[src/rtl/vga_scan_controller_if.sv]
// Bundle of the scan controller's CPU snapshot handshake and renderer-facing
// outputs. The controller drives the "master" side; the CPU/renderer side
// (or a testbench standing in for them) uses the "slave" side.
interface vga_scan_controller_if;
    // CPU -> controller
    logic         snap_ack;
    logic [175:0] registers_in;
    logic [15:0]  pc_in;
    logic [15:0]  ir_in;
    // controller -> renderer / CPU
    logic [10:0]  x;
    logic [10:0]  y;
    logic         hsync;
    logic         vsync;
    logic         active;
    logic         snap_req;
    logic [175:0] registers_out;
    logic [15:0]  pc_out;
    logic [15:0]  ir_out;
    logic [3:0]   missed;

    modport master (
        input  snap_ack, registers_in, pc_in, ir_in,
        output x, y, hsync, vsync, active, snap_req,
               registers_out, pc_out, ir_out, missed
    );

    modport slave (
        output snap_ack, registers_in, pc_in, ir_in,
        input  x, y, hsync, vsync, active, snap_req,
               registers_out, pc_out, ir_out, missed
    );
endinterface

[src/rtl/vga_scan_controller.sv]
// VGA scan generator for the debug display: pixel-tick divider, h/v counters,
// registered sync/active decode, and a once-per-frame CPU state snapshot that
// is requested when vertical blanking begins and abandoned at frame wrap.
module vga_scan_controller #(
    parameter int PIX_DIV  = 2,
    parameter int H_ACTIVE = 640,
    parameter int H_FP     = 16,
    parameter int H_SYNC   = 96,
    parameter int H_BP     = 48,
    parameter int V_ACTIVE = 480,
    parameter int V_FP     = 10,
    parameter int V_SYNC   = 2,
    parameter int V_BP     = 33
) (
    input  logic                  clk,
    input  logic                  rst,
    vga_scan_controller_if.master bus
);

    localparam int H_TOTAL = H_ACTIVE + H_FP + H_SYNC + H_BP;
    localparam int V_TOTAL = V_ACTIVE + V_FP + V_SYNC + V_BP;
    localparam int DIV_W   = (PIX_DIV > 1) ? $clog2(PIX_DIV) : 1;

    localparam logic [DIV_W-1:0] DIV_LAST   = DIV_W'(PIX_DIV - 1);
    localparam logic [10:0]      H_LAST     = 11'(H_TOTAL - 1);
    localparam logic [10:0]      V_LAST     = 11'(V_TOTAL - 1);
    localparam logic [10:0]      V_ACT_LAST = 11'(V_ACTIVE - 1);
    localparam logic [10:0]      H_ACT      = 11'(H_ACTIVE);
    localparam logic [10:0]      V_ACT      = 11'(V_ACTIVE);
    localparam logic [10:0]      HS_BEG     = 11'(H_ACTIVE + H_FP);
    localparam logic [10:0]      HS_END     = 11'(H_ACTIVE + H_FP + H_SYNC);
    localparam logic [10:0]      VS_BEG     = 11'(V_ACTIVE + V_FP);
    localparam logic [10:0]      VS_END     = 11'(V_ACTIVE + V_FP + V_SYNC);

    typedef enum logic [1:0] {
        ST_IDLE = 2'd0,
        ST_REQ  = 2'd1,
        ST_DONE = 2'd2
    } snap_state_t;

    // Half-open interval test used for the sync pulse windows.
    function automatic logic in_window(input logic [10:0] v,
                                       input logic [10:0] lo,
                                       input logic [10:0] hi);
        return (v >= lo) && (v < hi);
    endfunction

    // Saturating increment for the missed-snapshot counter.
    function automatic logic [3:0] sat_inc4(input logic [3:0] v);
        return (v == 4'hF) ? 4'hF : (v + 4'd1);
    endfunction

    logic [DIV_W-1:0] r_div;
    logic [10:0]      r_x;
    logic [10:0]      r_y;
    logic             r_hsync;
    logic             r_vsync;
    logic             r_active;
    snap_state_t      r_state;
    logic             r_snap_req;
    logic [175:0]     r_regs;
    logic [15:0]      r_pc;
    logic [15:0]      r_ir;
    logic [3:0]       r_missed;

    logic             w_tick;
    logic             w_line_end;
    logic             w_frame_end;
    logic             w_blank_start;
    logic [10:0]      w_x_nxt;
    logic [10:0]      w_y_nxt;

    // Pixel tick, line/frame boundary events and next-state counter values.
    always_comb begin
        w_tick        = (r_div == DIV_LAST);
        w_line_end    = w_tick && (r_x == H_LAST);
        w_frame_end   = w_line_end && (r_y == V_LAST);
        w_blank_start = w_line_end && (r_y == V_ACT_LAST);
        w_x_nxt       = r_x;
        w_y_nxt       = r_y;
        if (w_line_end) begin
            w_x_nxt = 11'd0;
            if (r_y == V_LAST) begin
                w_y_nxt = 11'd0;
            end else begin
                w_y_nxt = r_y + 11'd1;
            end
        end else if (w_tick) begin
            w_x_nxt = r_x + 11'd1;
        end else begin
            w_x_nxt = r_x;
        end
    end

    // Divider, counters and sync/active decoded from next-state counters so
    // the registered strobes line up with the x/y presented alongside them.
    always_ff @(posedge clk or negedge rst) begin
        if (!rst) begin
            r_div    <= {DIV_W{1'b0}};
            r_x      <= 11'd0;
            r_y      <= 11'd0;
            r_hsync  <= 1'b1;
            r_vsync  <= 1'b1;
            r_active <= 1'b1;
        end else begin
            r_div    <= w_tick ? {DIV_W{1'b0}} : (r_div + DIV_W'(1));
            r_x      <= w_x_nxt;
            r_y      <= w_y_nxt;
            r_hsync  <= ~in_window(w_x_nxt, HS_BEG, HS_END);
            r_vsync  <= ~in_window(w_y_nxt, VS_BEG, VS_END);
            r_active <= (w_x_nxt < H_ACT) && (w_y_nxt < V_ACT);
        end
    end

    // Snapshot handshake: request at blanking start, latch on ack, count a
    // miss if the frame wraps first. An ack on the wrap edge takes priority.
    always_ff @(posedge clk or negedge rst) begin
        if (!rst) begin
            r_state    <= ST_IDLE;
            r_snap_req <= 1'b0;
            r_regs     <= 176'd0;
            r_pc       <= 16'd0;
            r_ir       <= 16'd0;
            r_missed   <= 4'd0;
        end else begin
            case (r_state)
                ST_IDLE: begin
                    if (w_blank_start) begin
                        r_state    <= ST_REQ;
                        r_snap_req <= 1'b1;
                    end
                end
                ST_REQ: begin
                    if (bus.snap_ack) begin
                        r_regs     <= bus.registers_in;
                        r_pc       <= bus.pc_in;
                        r_ir       <= bus.ir_in;
                        r_state    <= ST_DONE;
                        r_snap_req <= 1'b0;
                    end else if (w_frame_end) begin
                        r_state    <= ST_IDLE;
                        r_snap_req <= 1'b0;
                        r_missed   <= sat_inc4(r_missed);
                    end
                end
                ST_DONE: begin
                    if (w_frame_end) begin
                        r_state <= ST_IDLE;
                    end
                end
                default: begin
                    r_state    <= ST_IDLE;
                    r_snap_req <= 1'b0;
                end
            endcase
        end
    end

    assign bus.x             = r_x;
    assign bus.y             = r_y;
    assign bus.hsync         = r_hsync;
    assign bus.vsync         = r_vsync;
    assign bus.active        = r_active;
    assign bus.snap_req      = r_snap_req;
    assign bus.registers_out = r_regs;
    assign bus.pc_out        = r_pc;
    assign bus.ir_out        = r_ir;
    assign bus.missed        = r_missed;

endmodule
[src/flat_wrapper.sv]
// flat-port wrapper written by rule: the top's interface ports become plain ports
module vga_scan_controller_flat 
#(
    parameter int PIX_DIV  = 2,
    parameter int H_ACTIVE = 640,
    parameter int H_FP     = 16,
    parameter int H_SYNC   = 96,
    parameter int H_BP     = 48,
    parameter int V_ACTIVE = 480,
    parameter int V_FP     = 10,
    parameter int V_SYNC   = 2,
    parameter int V_BP     = 33
)
  (clk, rst, bus_snap_ack, bus_registers_in, bus_pc_in, bus_ir_in, bus_x, bus_y, bus_hsync, bus_vsync, bus_active, bus_snap_req, bus_registers_out, bus_pc_out, bus_ir_out, bus_missed);
  vga_scan_controller_if bus_i ();
  input  logic clk;
  input  logic rst;
  input wire logic [$bits(bus_i.snap_ack)-1:0] bus_snap_ack;
  input wire logic [$bits(bus_i.registers_in)-1:0] bus_registers_in;
  input wire logic [$bits(bus_i.pc_in)-1:0] bus_pc_in;
  input wire logic [$bits(bus_i.ir_in)-1:0] bus_ir_in;
  output wire logic [$bits(bus_i.x)-1:0] bus_x;
  output wire logic [$bits(bus_i.y)-1:0] bus_y;
  output wire logic [$bits(bus_i.hsync)-1:0] bus_hsync;
  output wire logic [$bits(bus_i.vsync)-1:0] bus_vsync;
  output wire logic [$bits(bus_i.active)-1:0] bus_active;
  output wire logic [$bits(bus_i.snap_req)-1:0] bus_snap_req;
  output wire logic [$bits(bus_i.registers_out)-1:0] bus_registers_out;
  output wire logic [$bits(bus_i.pc_out)-1:0] bus_pc_out;
  output wire logic [$bits(bus_i.ir_out)-1:0] bus_ir_out;
  output wire logic [$bits(bus_i.missed)-1:0] bus_missed;
  assign bus_i.snap_ack = bus_snap_ack;
  assign bus_i.registers_in = bus_registers_in;
  assign bus_i.pc_in = bus_pc_in;
  assign bus_i.ir_in = bus_ir_in;
  assign bus_x = bus_i.x;
  assign bus_y = bus_i.y;
  assign bus_hsync = bus_i.hsync;
  assign bus_vsync = bus_i.vsync;
  assign bus_active = bus_i.active;
  assign bus_snap_req = bus_i.snap_req;
  assign bus_registers_out = bus_i.registers_out;
  assign bus_pc_out = bus_i.pc_out;
  assign bus_ir_out = bus_i.ir_out;
  assign bus_missed = bus_i.missed;
  vga_scan_controller #(.PIX_DIV(PIX_DIV), .H_ACTIVE(H_ACTIVE), .H_FP(H_FP), .H_SYNC(H_SYNC), .H_BP(H_BP), .V_ACTIVE(V_ACTIVE), .V_FP(V_FP), .V_SYNC(V_SYNC), .V_BP(V_BP)) u_core (.clk(clk), .rst(rst), .bus(bus_i));
endmodule
[config.mk]
export PLATFORM = sky130hd
export DESIGN_NAME = vga_scan_controller_flat
export DESIGN_NICKNAME = d
export VERILOG_FILES = /design/src/rtl/vga_scan_controller_if.sv /design/src/rtl/vga_scan_controller.sv /design/src/flat_wrapper.sv
export SDC_FILE = /design/constraint.sdc
export NUM_CORES = 1
export LEC_CHECK = 0
export CAP_MARGIN = 20
export CORE_AREA = 8 8 169 171
export DETAILED_ROUTE_END_ITERATION = 10
export DIE_AREA = 0 0 177 179
export GPL_TIMING_DRIVEN = 0
export PLACE_DENSITY = 0.74
export SLEW_MARGIN = 20
export SYNTH_ARGS = -nofsm -noshare
export SYNTH_HDL_FRONTEND = slang
export SYNTH_SLANG_ARGS = --single-unit
export TNS_END_PERCENT = 30
[constraint.sdc]
create_clock -name clk -period 5.1 [get_ports clk]
set_input_delay 1.02 -clock clk [delete_from_list [all_inputs] [get_ports clk]]
set_output_delay 1.02 -clock clk [all_outputs]
set_load 0.01 [all_outputs]
Yosys cells after proc, flatten, opt, wreduce, memory -nomap -nowiden
Index checks and enable logic that the tools add are counted.
W data, S select, Z words.
- $add $sub $neg: 4
- magnitude comparators: 6
- eq/ne operators: 8
- multiplexer cells: 14
- bitwise operators: 4
- reductions and logical operators: 10
- operators by type and width (kind ; number):
    $mux W11 ; 4
    $add A11 B1 Y11 const B ; 2
    $eq A11 B10 Y1 const B ; 2
    $lt A11 B10 Y1 const B ; 2
    $lt A11 B9 Y1 const B ; 2
    $eq A11 B9 Y1 const B ; 1
    $ge A11 B10 Y1 const B ; 1
    $ge A11 B9 Y1 const B ; 1
    $logic_and A1 B1 Y1 ; 6
    $mux W2 ; 3
    $pmux W2 S3 ; 1
    $reduce_and A3 Y1 ; 2
    $add A4 B1 Y4 const B ; 1
    $eq A4 B4 Y1 const B ; 1
    $mux W1 ; 4
    $mux W4 ; 1
    $not A1 Y1 ; 4
    $ne A3 B2 Y1 const B ; 1
    $pmux W1 S3 ; 1
    $eq A2 B1 Y1 const B ; 1
    $eq A2 B2 Y1 const B ; 1
    $logic_not A2 Y1 ; 1
    $ne A2 B1 Y1 const B ; 1
    $reduce_and A2 Y1 ; 1
    $add A1 B1 Y1 const B ; 1
- register bits: 241
- input port bits: 211
- output and inout bits: 238
- logic and storage cells: 58

Longest topological paths before layout
- depth in word-level cells: 6
- depth in mapped cells: 8
- mapped depth without buffers: 7

Least setup slack after synthesis
OpenSTA, ideal clock, no wires.
- path type: input -> register
- start point: input port bus_snap_ack
- end point: register u_core.r_ir[12], in the netlist u_core.bus.ir_out[12]
- setup time: 125 ps
- arrival: 2170 ps
- data required time: 4975 ps
- path slack: 2806 ps
- stages on the path: 5
- buffers on the path: 3
- cells stage by stage: nand3b_1 clkbuf_1 clkbuf_1 buf_2 mux2_2
- cells in the longest elaborated chain, start to end: 1
- RTL lines (element ; line ; text):
    start, declared ; flat_wrapper.sv:18 ; input wire logic [$bits(bus_i.snap_ack)-1:0] bus_snap_ack;
    $reduce_and A2 Y1 (no source line) ; -- ;
    end signal, assigned ; vga_scan_controller.sv:137 ; r_ir <= bus.ir_in;
    end, declared ; vga_scan_controller.sv:63 ; logic [15:0] r_ir;
Every way passes these cells.
A chain may end at the register's enable or synchronous reset.

Worst setup path after layout
- start point: input port bus_snap_ack
- end point: register u_core.r_regs[64], in the netlist u_core.bus.registers_out[64]
- cells in the longest elaborated chain, start to end: 1
- RTL lines (element ; line ; text):
    $reduce_and A2 Y1 (no source line) ; -- ;
    end signal, assigned ; vga_scan_controller.sv:135 ; r_regs <= bus.registers_in;
    end, declared ; vga_scan_controller.sv:61 ; logic [175:0] r_regs;
Every way passes these cells.

==> results.toml <==
[outcome]
status = "finished clean"

[yosys]
synthTopCellsByArea = "dfrtp_1 62%, mux2_2 24%, xnor2_1 1.0%, nand2_1 0.86%, dfstp_2 0.82%"
synth_top_area_share = 0.6204
yosysTopAreaCell = "dfrtp_1"
synth_nets = 862
ys_ff_latch = 241
synth_seq_area_share = 0.6286
synth.cell_area_um2 = 9600
synth_cell_types = 51
syn_inst = 647
synth_warnings = 0
ys.flop_type = "dfrtp_1"
yosysMostFrequentCell = "dfrtp_1"
synth_async_sr_flop_share = 1.000
synth_commonest_cells = "238 x dfrtp_1, 208 x mux2_2, 22 x nand2_1"
synth_edf_count = 0
synth.avg_cell_area_um2 = 14.84

[die]
fp-row-count = 59
die_w_um = 177
initial_core_util = 0.3726
die_area_um2 = 31680
die_y_um = 179
ios = 449
core_um2 = 25760

[clock_tree]
clock_sinks = 241
cts_resized = 0
clk_path_buf_depth = 3
root_buffer = "clkbuf_16"
cts_setup_buffers = 0
cts_max_level = 1
clock_latency_ns = 0.53
cts.clk_slew.worst_paths_ns = 0.06
cts_tree = "built"
cts_buffers = 27
hold_buffers = 0

[global_route]
grt.met2_usage = 0.3424
antenna_found_initial = 0
grt_pass1_vias = 7995
grt_max_degree = 90
met1_usage = 0.2048
grt_first_pass_wirelength_um = 47200
grtUsageMet3 = 0.07224
grt_usage = 0.1905
overflow = 0
grt.busiest_layer = "met2"

[sta]
worst_slack_ns = 2.145
period_minus_slack_ns = 2.955
max-slew-margin-rel = 0.4012
fmax_ghz = 0.3384
finalMaxSlewViolations = 0
rsz0062_at_grt = "false"
finClkSkew_ns = 0.01913
fin_crit_sh = 0.5795
holdWs_ns = 0.4844
setup_violations = 0
worstMarginPinSlew_ns = 0.8982
timing_hold_violations_final = 0

[route]
drtIter0Drc = 306
vias_per_cell = 4.827
vias = 7154
wl_per_cell_um = 21.12
final_antenna_net_count = 0
finalWirelength_um = 31300
firstDrtPassIters = 4
drc_errors = 0

[pwr]
peakVddDrop_uv = 216.0
p_total_mw = 4.107
pwr_density_cell_nw_per_um2 = 265.4
p_leak_nw = 7.181

[critical_path]
cp-start-kind = "primary input"
crit_required_ns = 5.50
endpoint_kind = "register"
crit_arrival_ns = 3.36
critPathMaxFanout = 10
worstSetupPathType = "in2reg"

[placement]
gp_congestion = 0.8364
dpl.hpwl_um = 24380
numPortBuffers = 448
pre_cts_ws_ns = 1.471

[flow_run]
maxCapViolations = 0

[finish]
drive_gt1_frac = 0.2493
diodes = 0
fin_nets = 1341
fillers = 2037
area_growth_pct = 61.20

[worst_hold_path]
timing.hold.worst.class = "in2async"
[placed cells by master, fill, tap and decap left out, types with 13 or more instances in the layout]
cell type and count:
mux2_2 208, nand3_1 13, clkdlybuf4s50_1 447, nand2_1 22, clkbuf_16 27, clkbuf_1 21
nor2_1 16, dfrtp_1 238, buf_2 14
[metal layers]
layer,routed length (um),share of wire,vias to the layer above
met5,0,0,-
met4,735,0.023,0
met3,3206,0.10,53
met2,16240,0.52,321
met1,11120,0.36,3521
li1,-,-,3259
[layout make-up]
cell class / count / area [um^2] / share of cell area
Buffer: 35 / 176.4 / 0.01140
Clock buffer: 37 / 763.2 / 0.04932
Clock inverter: 13 / 148.9 / 0.009621
Inverter: 8 / 30.03 / 0.001940
Multi-Input combinational cell: 363 / 3359 / 0.2171
Sequential cell: 241 / 6035 / 0.3899
Tap cell: 335 / 419.2 / 0.02708
Timing Repair Buffer: 450 / 4544 / 0.2936
[worst paths after layout]
kind | cells past startpoint | start | endpoint | slack (ns)
min | 1 | rst | u_core.bus.registers_out[67]$_DFFE_PN0P_ | 0.48
min in group clk | 1 | u_core.r_state[1]$_DFFE_PN0P_ | u_core.r_state[0]$_DFFE_PN0P_ | 0.49
min reg2reg | 1 | u_core.r_state[1]$_DFFE_PN0P_ | u_core.r_state[0]$_DFFE_PN0P_ | 0.49
max | 6 | bus_snap_ack | u_core.bus.registers_out[64]$_DFFE_PN0P_ | 2.14
max in group asynchronous | 2 | rst | u_core.bus.registers_out[164]$_DFFE_PN0P_ | 3.77
max reg2reg | 5 | u_core.r_state[0]$_DFFE_PN0P_ | u_core.bus.registers_out[64]$_DFFE_PN0P_ | 2.72
[power by group]
group          switching (mW)  leakage [nW]  internal, mW
combinational          0.0629          3.39         0.147
sequential            0.00102          3.34          1.91
clock                   0.784         0.449          1.20
total                   0.848          7.18          3.26
[state kept, by name, summed over array words and instances, names as in the netlist]
name / cells
u_core.bus.hsync: 1
u_core.bus.pc_out: 16
u_core.bus.ir_out: 16
u_core.bus.registers_out: 176
u_core.bus.snap_req: 1
u_core.r_state: 2
u_core.bus.missed: 4
u_core.bus.x: 11
u_core.r_div: 1
u_core.bus.y: 11
u_core.bus.active: 1
u_core.bus.vsync: 1
[critical path, cell delays in order]
cell             delay (ns)
clkdlybuf4s50_1        0.49
nand3b_1               0.18
clkbuf_1               0.45
clkbuf_1               0.44
buf_2                  0.39
mux2_2                 0.38
[logic make-up (layout without fill, tap and decap cells)]
| kind of cell | after synthesis | after routing | synth area share |
|---|---|---|---|
| DFF | 241 | 241 | 0.6286 |
| muxes | 211 | 211 | 0.2472 |
| and+or+nand+nor | 89 | 89 | 0.05265 |
| AOI/OAI and AO/OA | 46 | 46 | 0.03297 |
| buffers and inverters | 43 | 543 | 0.02150 |
| xor gates and xnor gates | 13 | 13 | 0.01186 |
| adders and majority gates | 4 | 4 | 0.005213 |
[stage by stage]
step           setup TNS [ns]  instance area (um^2)    util  cells
2_1_floorplan               0                  9600       -    647
3_3_place_gp         -1814.97                 14500  0.5630   1430
3_5_place_dp                0                 14560  0.5653   1432
4_1_cts                     0                 15480  0.6007   1482
5_1_grt                     0                 15480  0.6007   1482
6_report                    0                 15480  0.6007   1482
No activity file was read; power rests on OpenSTA's default activity.
